### src/rtl/fetch_pc_gen_pkg.sv
// Shared types and defaults for the fetch PC generator: address type, control
// states, next-PC select encoding and the alignment check.
package fetch_pc_gen_pkg;

  typedef logic [31:0] addr_t;

  typedef enum logic [1:0] {
    ST_RUN    = 2'd0,
    ST_HALTED = 2'd1,
    ST_FAULT  = 2'd2
  } pcgen_state_t;

  typedef enum logic [1:0] {
    SEL_HOLD     = 2'd0,
    SEL_SEQ      = 2'd1,
    SEL_REDIRECT = 2'd2,
    SEL_TRAP     = 2'd3
  } pc_sel_t;

  localparam int unsigned INSTR_BYTES_DEFAULT = 32'd4;
  localparam addr_t       RESET_VEC_DEFAULT   = 32'h8000_0000;

  function automatic logic addr_misaligned(input addr_t addr);
    return addr[1:0] != 2'b00;
  endfunction

endpackage

### src/rtl/fetch_pc_gen_pc_redirect_arb.sv
// Combinational next-PC priority select (trap > redirect > sequential) and
// misaligned-target detection.
module pc_redirect_arb
  import fetch_pc_gen_pkg::*;
#(
  parameter int unsigned INSTR_BYTES = INSTR_BYTES_DEFAULT
) (
  input  logic    trap_valid_i,
  input  addr_t   trap_vector_i,
  input  logic    redirect_valid_i,
  input  addr_t   redirect_target_i,
  input  logic    accept_i,
  input  addr_t   pc_i,
  output addr_t   next_pc_o,
  output pc_sel_t sel_o,
  output logic    misaligned_o
);

  // Priority select; a misaligned redirect keeps the current PC
  always_comb begin
    next_pc_o    = pc_i;
    sel_o        = SEL_HOLD;
    misaligned_o = 1'b0;
    if (trap_valid_i) begin
      next_pc_o = trap_vector_i;
      sel_o     = SEL_TRAP;
    end else if (redirect_valid_i) begin
      sel_o = SEL_REDIRECT;
      if (addr_misaligned(redirect_target_i)) begin
        misaligned_o = 1'b1;
      end else begin
        next_pc_o = redirect_target_i;
      end
    end else if (accept_i) begin
      next_pc_o = pc_i + addr_t'(INSTR_BYTES);
      sel_o     = SEL_SEQ;
    end else begin
      next_pc_o = pc_i;
      sel_o     = SEL_HOLD;
    end
  end

endmodule

### src/rtl/fetch_pc_gen.sv
// Program-counter generator feeding the fetch stage: sequential issue, branch
// redirects, trap entry, halt handling and misaligned-target fault capture.
module fetch_pc_gen
  import fetch_pc_gen_pkg::*;
#(
  parameter addr_t       RESET_VEC   = RESET_VEC_DEFAULT,
  parameter int unsigned INSTR_BYTES = INSTR_BYTES_DEFAULT
) (
  input  logic        clk,
  input  logic        rst,
  output logic [31:0] pc_data_o,
  output logic        pc_valid_o,
  input  logic        pc_ready_i,
  output logic        flush_o,
  input  logic        halt_i,
  input  logic        redirect_valid_i,
  input  logic [31:0] redirect_target_i,
  input  logic        trap_valid_i,
  input  logic [31:0] trap_vector_i,
  output logic        fault_valid_o,
  output logic [31:0] fault_addr_o,
  input  logic        fault_ack_i,
  output logic [31:0] issued_cnt_o
);

  pcgen_state_t state_q, state_d;
  addr_t        pc_q, pc_d;
  logic         offered_q, offered_d;
  logic [31:0]  cnt_q, cnt_d;
  addr_t        fault_addr_q, fault_addr_d;

  logic    pc_valid_s, accept_s, redir_en_s, misaligned_s, flush_s;
  addr_t   next_pc_s;
  pc_sel_t sel_s;

  // An offered PC stays valid through halt until it is accepted
  assign pc_valid_s = !rst && (state_q == ST_RUN) && (!halt_i || offered_q);
  assign accept_s   = pc_valid_s && pc_ready_i;
  assign redir_en_s = redirect_valid_i && (state_q != ST_FAULT);

  pc_redirect_arb #(
    .INSTR_BYTES(INSTR_BYTES)
  ) u_arb (
    .trap_valid_i     (trap_valid_i),
    .trap_vector_i    (trap_vector_i),
    .redirect_valid_i (redir_en_s),
    .redirect_target_i(redirect_target_i),
    .accept_i         (accept_s),
    .pc_i             (pc_q),
    .next_pc_o        (next_pc_s),
    .sel_o            (sel_s),
    .misaligned_o     (misaligned_s)
  );

  // Next-state and flush decode
  always_comb begin
    state_d      = state_q;
    pc_d         = next_pc_s;
    offered_d    = offered_q;
    cnt_d        = cnt_q + 32'(accept_s);
    fault_addr_d = fault_addr_q;
    flush_s      = 1'b0;
    case (sel_s)
      SEL_TRAP: begin
        state_d   = ST_RUN;
        offered_d = 1'b0;
        flush_s   = 1'b1;
      end
      SEL_REDIRECT: begin
        offered_d = 1'b0;
        flush_s   = 1'b1;
        if (misaligned_s) begin
          state_d      = ST_FAULT;
          fault_addr_d = redirect_target_i;
        end else begin
          state_d = state_q;
        end
      end
      default: begin
        case (state_q)
          ST_RUN: begin
            offered_d = pc_valid_s && !pc_ready_i;
            if (halt_i && (!offered_q || accept_s)) begin
              state_d = ST_HALTED;
            end else begin
              state_d = ST_RUN;
            end
          end
          ST_HALTED: begin
            offered_d = 1'b0;
            if (!halt_i) begin
              state_d = ST_RUN;
            end else begin
              state_d = ST_HALTED;
            end
          end
          ST_FAULT: begin
            offered_d = 1'b0;
            if (fault_ack_i) begin
              state_d = ST_HALTED;
            end else begin
              state_d = ST_FAULT;
            end
          end
          default: begin
            state_d   = ST_RUN;
            offered_d = 1'b0;
          end
        endcase
      end
    endcase
  end

  // State registers
  always_ff @(posedge clk or posedge rst) begin
    if (rst) begin
      state_q      <= ST_RUN;
      pc_q         <= RESET_VEC;
      offered_q    <= 1'b0;
      cnt_q        <= 32'd0;
      fault_addr_q <= 32'd0;
    end else begin
      state_q      <= state_d;
      pc_q         <= pc_d;
      offered_q    <= offered_d;
      cnt_q        <= cnt_d;
      fault_addr_q <= fault_addr_d;
    end
  end

  assign pc_data_o     = pc_q;
  assign pc_valid_o    = pc_valid_s;
  assign flush_o       = flush_s && !rst;
  assign fault_valid_o = (state_q == ST_FAULT);
  assign fault_addr_o  = (state_q == ST_FAULT) ? fault_addr_q : 32'd0;
  assign issued_cnt_o  = cnt_q;

endmodule

### config.mk
export PLATFORM = sky130hd
export DESIGN_NAME = fetch_pc_gen
export DESIGN_NICKNAME = d
export VERILOG_FILES = /design/src/rtl/fetch_pc_gen_pkg.sv /design/src/rtl/fetch_pc_gen_pc_redirect_arb.sv /design/src/rtl/fetch_pc_gen.sv
export SDC_FILE = /design/constraint.sdc
export NUM_CORES = 1
export LEC_CHECK = 0
export ABC_CLOCK_PERIOD_IN_PS = 3850
export CORE_MARGIN = 2
export CORE_UTILIZATION = 27
export DETAILED_ROUTE_END_ITERATION = 16
export SETUP_SLACK_MARGIN = 0.05
export SLEW_MARGIN = 20
export SYNTH_ARGS = -nofsm -noshare
export SYNTH_HDL_FRONTEND = slang
export SYNTH_HIERARCHICAL = 1
export SYNTH_SLANG_ARGS = --single-unit
### constraint.sdc
create_clock -name clk -period 3.85 [get_ports clk]
set_clock_uncertainty 0.05 [all_clocks]
set_input_delay 0.5775 -clock clk [delete_from_list [all_inputs] [get_ports clk]]
set_output_delay 0.5775 -clock clk [all_outputs]
set_load 0.005 [all_outputs]
==> out/results.ini <==
[synth]
synth_top_area_frac = 0.446
ys_seq_area_frac = 0.451
async_flop_share = 1.00
avgSynthCellArea_sq_um = 10.1
synth_nets = 617
synth_warnings = 6
synth.distinct_cells = 66
synth_edf_count = 0
yosys.area.top_type = dfrtp_1
synth_cells = 542
syn_area_sq_mm = 0.00549
ys_ff_latch = 99
synth-main-ff-cell = dfrtp_1
synth.area.top_cells = dfrtp_1, mux2_2, xnor2_1

[cells_and_area]
final_cell_mix = clkdlybuf4s50_1, dfrtp_1, nand2_1
drive_gt1_frac = 0.130
final_common_cell = clkdlybuf4s50_1
syn2layout_area_growth_pct = 43.4
n_antenna_cell = 0
fin_nets = 791
final_cells = 991

[clocking]
cts_tree = done
cts_htree_levels = 3
cts_resized = 0
cts_root_buf = clkbuf_16
post_cts_buffers = 0
cts.path.max_buffers = 2
clk_pin_slew_ps = 70
clkLatencyLatePin_ps = 350
postCtsHoldBufs = 0
cts_buffers = 9
cts_sinks = 99

[floorplan]
core_area_sq_mm = 0.0201
rows = 52
io-pin-count = 170
die_x_um = 147
chipHeight_um = 147
dieArea_sq_mm = 0.0215
initial_core_util = 0.273

[drt]
vias = 4795
wl_per_cell_um = 17.6
drt-pass1-iter-count = 4
drc = 0
drt.antenna.violating_nets = 0
detail_route.vias_per_cell = 4.84
drt-initial-drc-count = 225
routed_wl_um = 17500

[sta]
hold_viol_final = 0
period_share = 0.812
setup_viol = 0
fmax_mhz = 320
rsz0062_at_grt = no
worstMarginPinSlew_ps = 934
timing.final.crit_period_ps = 3130
setup_tns_ps = 0
drv_slew = 0
slew_headroom = 0.372

[place]
place_congestion = 0.793
port_buffers = 169
post-dp-hpwl_um = 12800
dp_cells = 975

[setup_path]
critical_path.max_stage_delay_ps = 480
reg2regPathDepth = 9
crit_cells = 10
start_kind = primary input
critPathCaptureType = flop
cpMaxStageDelayCell = clkdlybuf4s50_1
criticalPathCategory = in2reg
crit_fanout = 4
crit_chain = clkdlybuf4s50_1 > a2111oi_0 > buf_4 > and2_1 > ha_1 > ha_1 > nand4_1 > nor3_1 > nand4_1 > xnor2_1
critPathTopFamily = simple AND/OR/NAND/NOR gates
arrival_ps = 3310
critPathBufInv = 2
cp.required_ps = 4030

[grt]
grt.total_usage = 0.164
overflow = 0
antenna_found_initial = 0
grt_pass1_wl_um = 27600
grt_max_degree = 42
grt_pass1_vias = 4828

[pwr]
leakage_nw = 3.16
vdd_drop_max_mv = 0.215
power.density_mw_per_mm2 = 384

[outcome]
status = complete, no violations

[hold_path]
hold_path.class = reg2reg
min_path_cells = 1

[flow_run]
maxCapViolations = 0

## report_power, final
group | switching, W | internal, W
Sequential | 0.000147 | 0.00120
Combinational | 0.000250 | 0.000377
Clock | 0.000414 | 0.000637
Total | 0.000811 | 0.00221
## synthesized netlist by cell type, types with 3 or more instances
master,count
o22ai_1,3
xnor2_1,27
a31oi_1,3
ha_1,4
buf_1,3
o31ai_1,3
a311oi_1,3
mux2_2,37
a21oi_1,13
a22o_1,3
and2_1,36
clkbuf_1,12
nor2b_1,6
and3_1,8
nand2_1,57
nor4_4,3
nor3_1,6
nor2_1,25
nand4_1,30
and4_1,3
xor2_1,14
o21ai_0,27
inv_1,11
dfrtp_1,98
o21ai_1,4
buf_6,4
o221ai_1,6
nand3_1,25
nor4_1,3
o211ai_1,4
mux2i_1,14
buf_2,5
## registers in the layout, indices dropped and copies added, names as in the netlist
| signal | cells |
|---|---|
| pc_data_o | 32 |
| fault_addr_q | 32 |
| issued_cnt_o | 32 |
| offered_q | 1 |
| state_q | 2 |
## routing by layer
metal,vias to the layer above,track usage,wire length [um]
met5,-,0,0
met3,18,0.0428,1100
met2,140,0.258,7850
met4,0,0.0417,234
li1,2302,-,-
met1,2335,0.224,8310
## stage by stage
step                hold slack (ps)  area (sq um)  power (W)   util  setup WS (ps)
finish                          420          7880    0.00302  0.392            722
floorplan                       419          5490    0.00163      -            541
global placement                411          7530    0.00198  0.375            418
CTS                             427          7880    0.00306  0.392            697
global route                    467          7880    0.00319  0.392            367
detailed placement              417          7530    0.00200  0.375            345
## cell families after synthesis
| logic type | count (synthesis) | synth area share |
|---|---|---|
| DFF | 99 | 0.451 |
| xor gates and xnor gates | 41 | 0.0654 |
| muxes | 53 | 0.106 |
| buffers and inverters | 36 | 0.0321 |
| adders and majority gates | 4 | 0.00911 |
| and+or+nand+nor | 222 | 0.231 |
| AOI/OAI and AO/OA | 87 | 0.105 |
## path summary, 6_finish.rpt
check | startpoint | endpoint | slack, ps
worst max-delay path | rst | issued_cnt_o[14] | 720
worst min-delay path | issued_cnt_o[31] | issued_cnt_o[31] | 420
min in group asynchronous | rst | issued_cnt_o[31] | 640
max in group asynchronous | rst | pc_data_o[9] | 2210
worst max register to register | state_q[0] | issued_cnt_o[14] | 880
worst min register to register | issued_cnt_o[31] | issued_cnt_o[31] | 420
## worst register-to-register path, cell delays in order, from the launching register on
cell and delay, ps:
dfrtp_1 470, a2111oi_0 540, buf_4 220, and2_1 160
ha_1 240, ha_1 260, nand4_1 170, nor3_1 430
nand4_1 180, xnor2_1 150
## layout make-up
type	count	area, sq um
Inverter	11	43.8
Tap cell	270	338
Clock inverter	6	114
Timing Repair Buffer	188	1830
Multi-Input combinational cell	407	2840
Fill cell	1985	12200
Sequential cell	99	2480
Clock buffer	10	229
No activity file was read; power rests on OpenSTA's default activity.
==> edit 1, RTL diff (same settings) <==
Re-encode `pcgen_state_t` (3 states) as one-hot, 3 bits wide.
--- a/src/rtl/fetch_pc_gen_pkg.sv
+++ b/src/rtl/fetch_pc_gen_pkg.sv
@@ -6,6 +6,6 @@
 
-  typedef enum logic [1:0] {
-    ST_RUN    = 2'd0,
-    ST_HALTED = 2'd1,
-    ST_FAULT  = 2'd2
+  typedef enum logic [2:0] {
+    ST_RUN    = 3'b001,
+    ST_HALTED = 3'b010,
+    ST_FAULT  = 3'b100
   } pcgen_state_t;
Check against the original RTL: same outputs for any inputs over 10 cycles, from zero or initial values and one cycle with rst high; not proved beyond that.
==> edit 1 against the unedited design <==
- area after synthesis rose by 1.9%
- setup slack improved by 210 ps
- global-route usage fell by 0.66 points
- sequential cell count rose by 1
- design area rose by 0.49%
- critical path depth is 4 lower
- via count down 0.44%
- clock power down 5%
- critical path type is now primary input to output pin
- first-iteration DRC count down 7.1%
- wire length fell by 3.7%
- power decreased by 4.0%
- combinational power down 8.6%
==> edit 1: results (changes against the unedited design) <==
Cells and area
  – Filler cells: 2087 (+5.1%)
  – Net count, final: 788 (-0.38%)
  – Share of post-route cells with drive strength above 1: 0.136 (+0.00612)

Detailed routing
  – Total iterations of the first detailed-routing run: 5 (+1)
  – Vias per cell: 4.83 (-0.14%)
  – Wirelength, routed: 16.8 mm (-3.7%)
  – Initial DRC count: 209 (-7.1%)

Critical path
  – Worst reg-to-reg setup slack: 1120 ps (+240 ps)
  – Crit path max fanout: 9 (+5)
  – Worst reg2reg path depth: 8 (-1)
  – Reg-to-Reg End: pc_data_o[28]

Yosys
  – Fraction of the yosys area taken by sequential cells: 0.448 (-0.00358)
  – Top post-synthesis cells by count: dfrtp_1, nand2_1, and2_1, mux2_2, o21ai_0
  – Yosys cell types: 65 (-1.5%)
  – Area contributors post-synth: dfrtp_1, mux2_2, and2_1
  – Synth Net Count: 623 (+0.97%)

STA
  – Hold WS: 425 ps (+5.20 ps)
  – Tightest Pin Transition: 776 ps (-158 ps)

Global route
  – Vias in the first global route: 4781 (-0.97%)
  – Aggregate global-route resource usage: 0.157 (-0.00662)
  – First-pass GRT wire length: 26.9 mm (-2.3%)
  – Largest net degree at the start of global routing: 60 (+43%)

Status
  – Status: finished clean

Hold path
  – Hold Crit Class: flip-flop to flip-flop

Place
  – Cell Area, Placed: 7600 um^2 (+0.83%)
  – GP Congestion: 0.791 (-0.26%)
  – Post-place setup slack: 863 ps (+518 ps)
  – Post-DP HPWL: 12.4 mm (-3.2%)

Pwr
  – Static leakage: 0.00325 uW (+2.9%)
  – Max VDD drop: 0.214 mV (-0.53%)
  – Switch Pwr: 769 uW (-5.1%)
[edit 1: cell count changes in the layout (fill, tap and decap cells not counted), sizes merged, moves of 5 or more]
cell and change:
nand2 -5, xnor2 -12, xor2 +12, and3 +5, nand4 -10, buf -6
[edit 1: cell families (layout without fill, tap and decap cells)]
group	after synthesis	in the layout	synth area share
xor+xnor	41	41	0.0642
simple gates	222	222	0.234
mux	53	53	0.104
compound gates	90	90	0.106
buf+inv	38	208	0.0355
fa+ha+maj	4	4	0.00894
flops	100	100	0.448
[edit 1: power by group through the flow]
stage	sequential (uW)	combinational (uW)	clock [uW]
floorplan	1320	289	0
global placement	1350	572	0
detailed placement	1360	579	0
CTS	1340	583	1030
global route	1370	630	1060
finish	1340	572	993
[edit 1: per-layer routing]
layer  up-vias  GRT usage  routed length (um)
met4         0     0.0376                 161
li1       2305          -                   -
met3        12     0.0571                1420
met5         -          0                   0
met2       132      0.244                7540
met1      2325      0.210                7720
[edit 1: how the worst max path moves through the flow]
stage,from,end,slack [ps],depth (start not counted)
2_1_floorplan,rst,fault_addr_q[0],-180,8
3_3_place_gp,rst,pc_data_o[28],910,8
3_5_place_dp,rst,pc_data_o[26],860,8
4_1_cts,redirect_valid_i,flush_o,920,6
5_1_grt,state_q[0],pc_data_o[28],780,8
6_report,redirect_valid_i,flush_o,940,6
[edit 1: area by class of cell]
cell class | count | area [um^2] | area share
Clock buffer | 12 | 246 | 0.0311
Sequential cell | 100 | 2500 | 0.316
Multi-Input combinational cell | 410 | 2930 | 0.370
Clock inverter | 4 | 72.6 | 0.00917
Tap cell | 270 | 338 | 0.0427
Timing Repair Buffer | 182 | 1780 | 0.225
Inverter | 10 | 41.3 | 0.00522
[edit 1: critical path: stages]
cell and delay (ps):
clkdlybuf4s50_1 450, nor2b_2 350, nor2_1 120, inv_1 140
nor2b_1 140, clkdlybuf4s50_1 510
[edit 1: stage by stage]
| step | util | instances | setup TNS, ps |
|---|---|---|---|
| floorplan | - | 548 | -5570 |
| global placement | 0.374 | 972 | 0 |
| detailed placement | 0.374 | 972 | 0 |
| CTS | 0.390 | 988 | 0 |
| global route | 0.390 | 988 | 0 |
| finish | 0.390 | 988 | 0 |
==> edit 2, RTL diff (config.mk and constraints unchanged) <==
Made on the original files. Add an input register stage for `redirect_target_i`, without a reset; this delays it by one clock. The other inputs are not delayed to match.
--- a/src/rtl/fetch_pc_gen.sv
+++ b/src/rtl/fetch_pc_gen.sv
@@ -25,2 +25,8 @@
 
+  logic [31:0] redirect_target_q;
+
+  always_ff @(posedge clk) begin
+    redirect_target_q <= redirect_target_i;
+  end
+
   pcgen_state_t state_q, state_d;
@@ -46,3 +52,3 @@
     .redirect_valid_i (redir_en_s),
-    .redirect_target_i(redirect_target_i),
+    .redirect_target_i(redirect_target_q),
     .accept_i         (accept_s),
@@ -73,3 +79,3 @@
           state_d      = ST_FAULT;
-          fault_addr_d = redirect_target_i;
+          fault_addr_d = redirect_target_q;
         end else begin
Function: changed (Yosys sat finds a counterexample within 4 cycles, from zero or initial values and one cycle with rst high).
==> edit 2 against the unedited design <==
- register-to-register slack about the same
- design area up 11%
- combinational power down 3%
- area after synthesis up 12%
- critical path type is now flip-flop to output pin
- global-route usage down 0.90 points
- sequential cell count up 32
- non-clock buffer count down 6
- wire length up 4.2%
- setup slack better by 28 ps
- power up 31%
==> edit 2: results (changes against the unedited design) <==
Status
  – Status: finished clean

Cells and area
  – Filler cells: 2201 (+11%)
  – Final std cells w/o fill: 1047 (+5.7%)
  – Share of post-route cells with drive strength above 1: 0.135 (+0.00480)
  – Register Area: 3120 um^2 (+26%)

Critical path
  – Worst reg2reg path depth: 8 (-1)
  – Slowest stage cell, crit path: nor2b_2
  – WP data arrival: 2470 ps (-840 ps)
  – Crit path max fanout: 25 (+21)
  – Worst path top cell family by delay: buffers and inverters

Place
  – Cell Area, Placed: 8150 um^2 (+8.2%)
  – Post-place setup slack: 340 ps (-5.34 ps)
  – GP Congestion: 0.787 (-0.82%)

Clock network
  – H-tree levels: 4 (+1)
  – Inserted Clock Buffers: 17 (+8)

Detailed routing
  – Initial DRC count: 323 (+44%)
  – Vias: 5080 (+5.9%)

Yosys
  – Fraction of the yosys area taken by sequential cells: 0.508 (+0.0573)
  – Syn avg cell area: 10.7 um^2 (+5.4%)
  – Synth Net Count: 649 (+5.2%)
  – Area contributors post-synth: dfrtp_1, dfxtp_1, mux2_2

Pwr
  – Logic pwr share: 0.154 (-0.053)
  – Clock group power: 1640 uW (+56%)

STA
  – Max_slew headroom: 0.367 (-0.00526)
  – Max Clock Freq: 323 MHz (+0.90%)
  – Hold WS: 440 ps (+19.4 ps)

Global route
  – Initial antenna violation count: 3 (+3)
  – Largest net degree at the start of global routing: 61 (+45%)
  – Vias in the first global route: 5042 (+4.4%)
  – Aggregate global-route resource usage: 0.155 (-0.00904)
==> edit 2: cell types whose count changed after synthesis <==
cell     change
dfxtp_1     +32
==> edit 2: cell type report <==
class                      count  area share
multi-input combinational    407       0.325
clock buffer                  21      0.0538
timing repair buffer         182       0.204
inverter                      11     0.00501
clock inverter                10      0.0142
sequential                   131       0.357
tap                          285      0.0408
==> edit 2: cells by family after synthesis <==
| group | synth area share |
|---|---|
| simple gates | 0.207 |
| flops | 0.508 |
| compound gates | 0.0940 |
| mux | 0.0950 |
| xor+xnor | 0.0585 |
| buf+inv | 0.0288 |
| fa+ha+maj | 0.00816 |
==> edit 2: worst reg2reg max path, delay by kind of cell (launching register included) <==
kind,cells,cell delay (ps)
adder cells (fa/ha/maj),2,530
AO/OA/AOI/OAI,1,540
XOR/XNOR,1,150
AND/OR/NAND/NOR,4,1120
flip-flops,1,470
==> edit 2: routing by layer <==
layer	routed length [um]	global-route usage
met5	13	0
met4	197	0.0366
met3	1300	0.0541
met2	8260	0.243
met1	8450	0.206
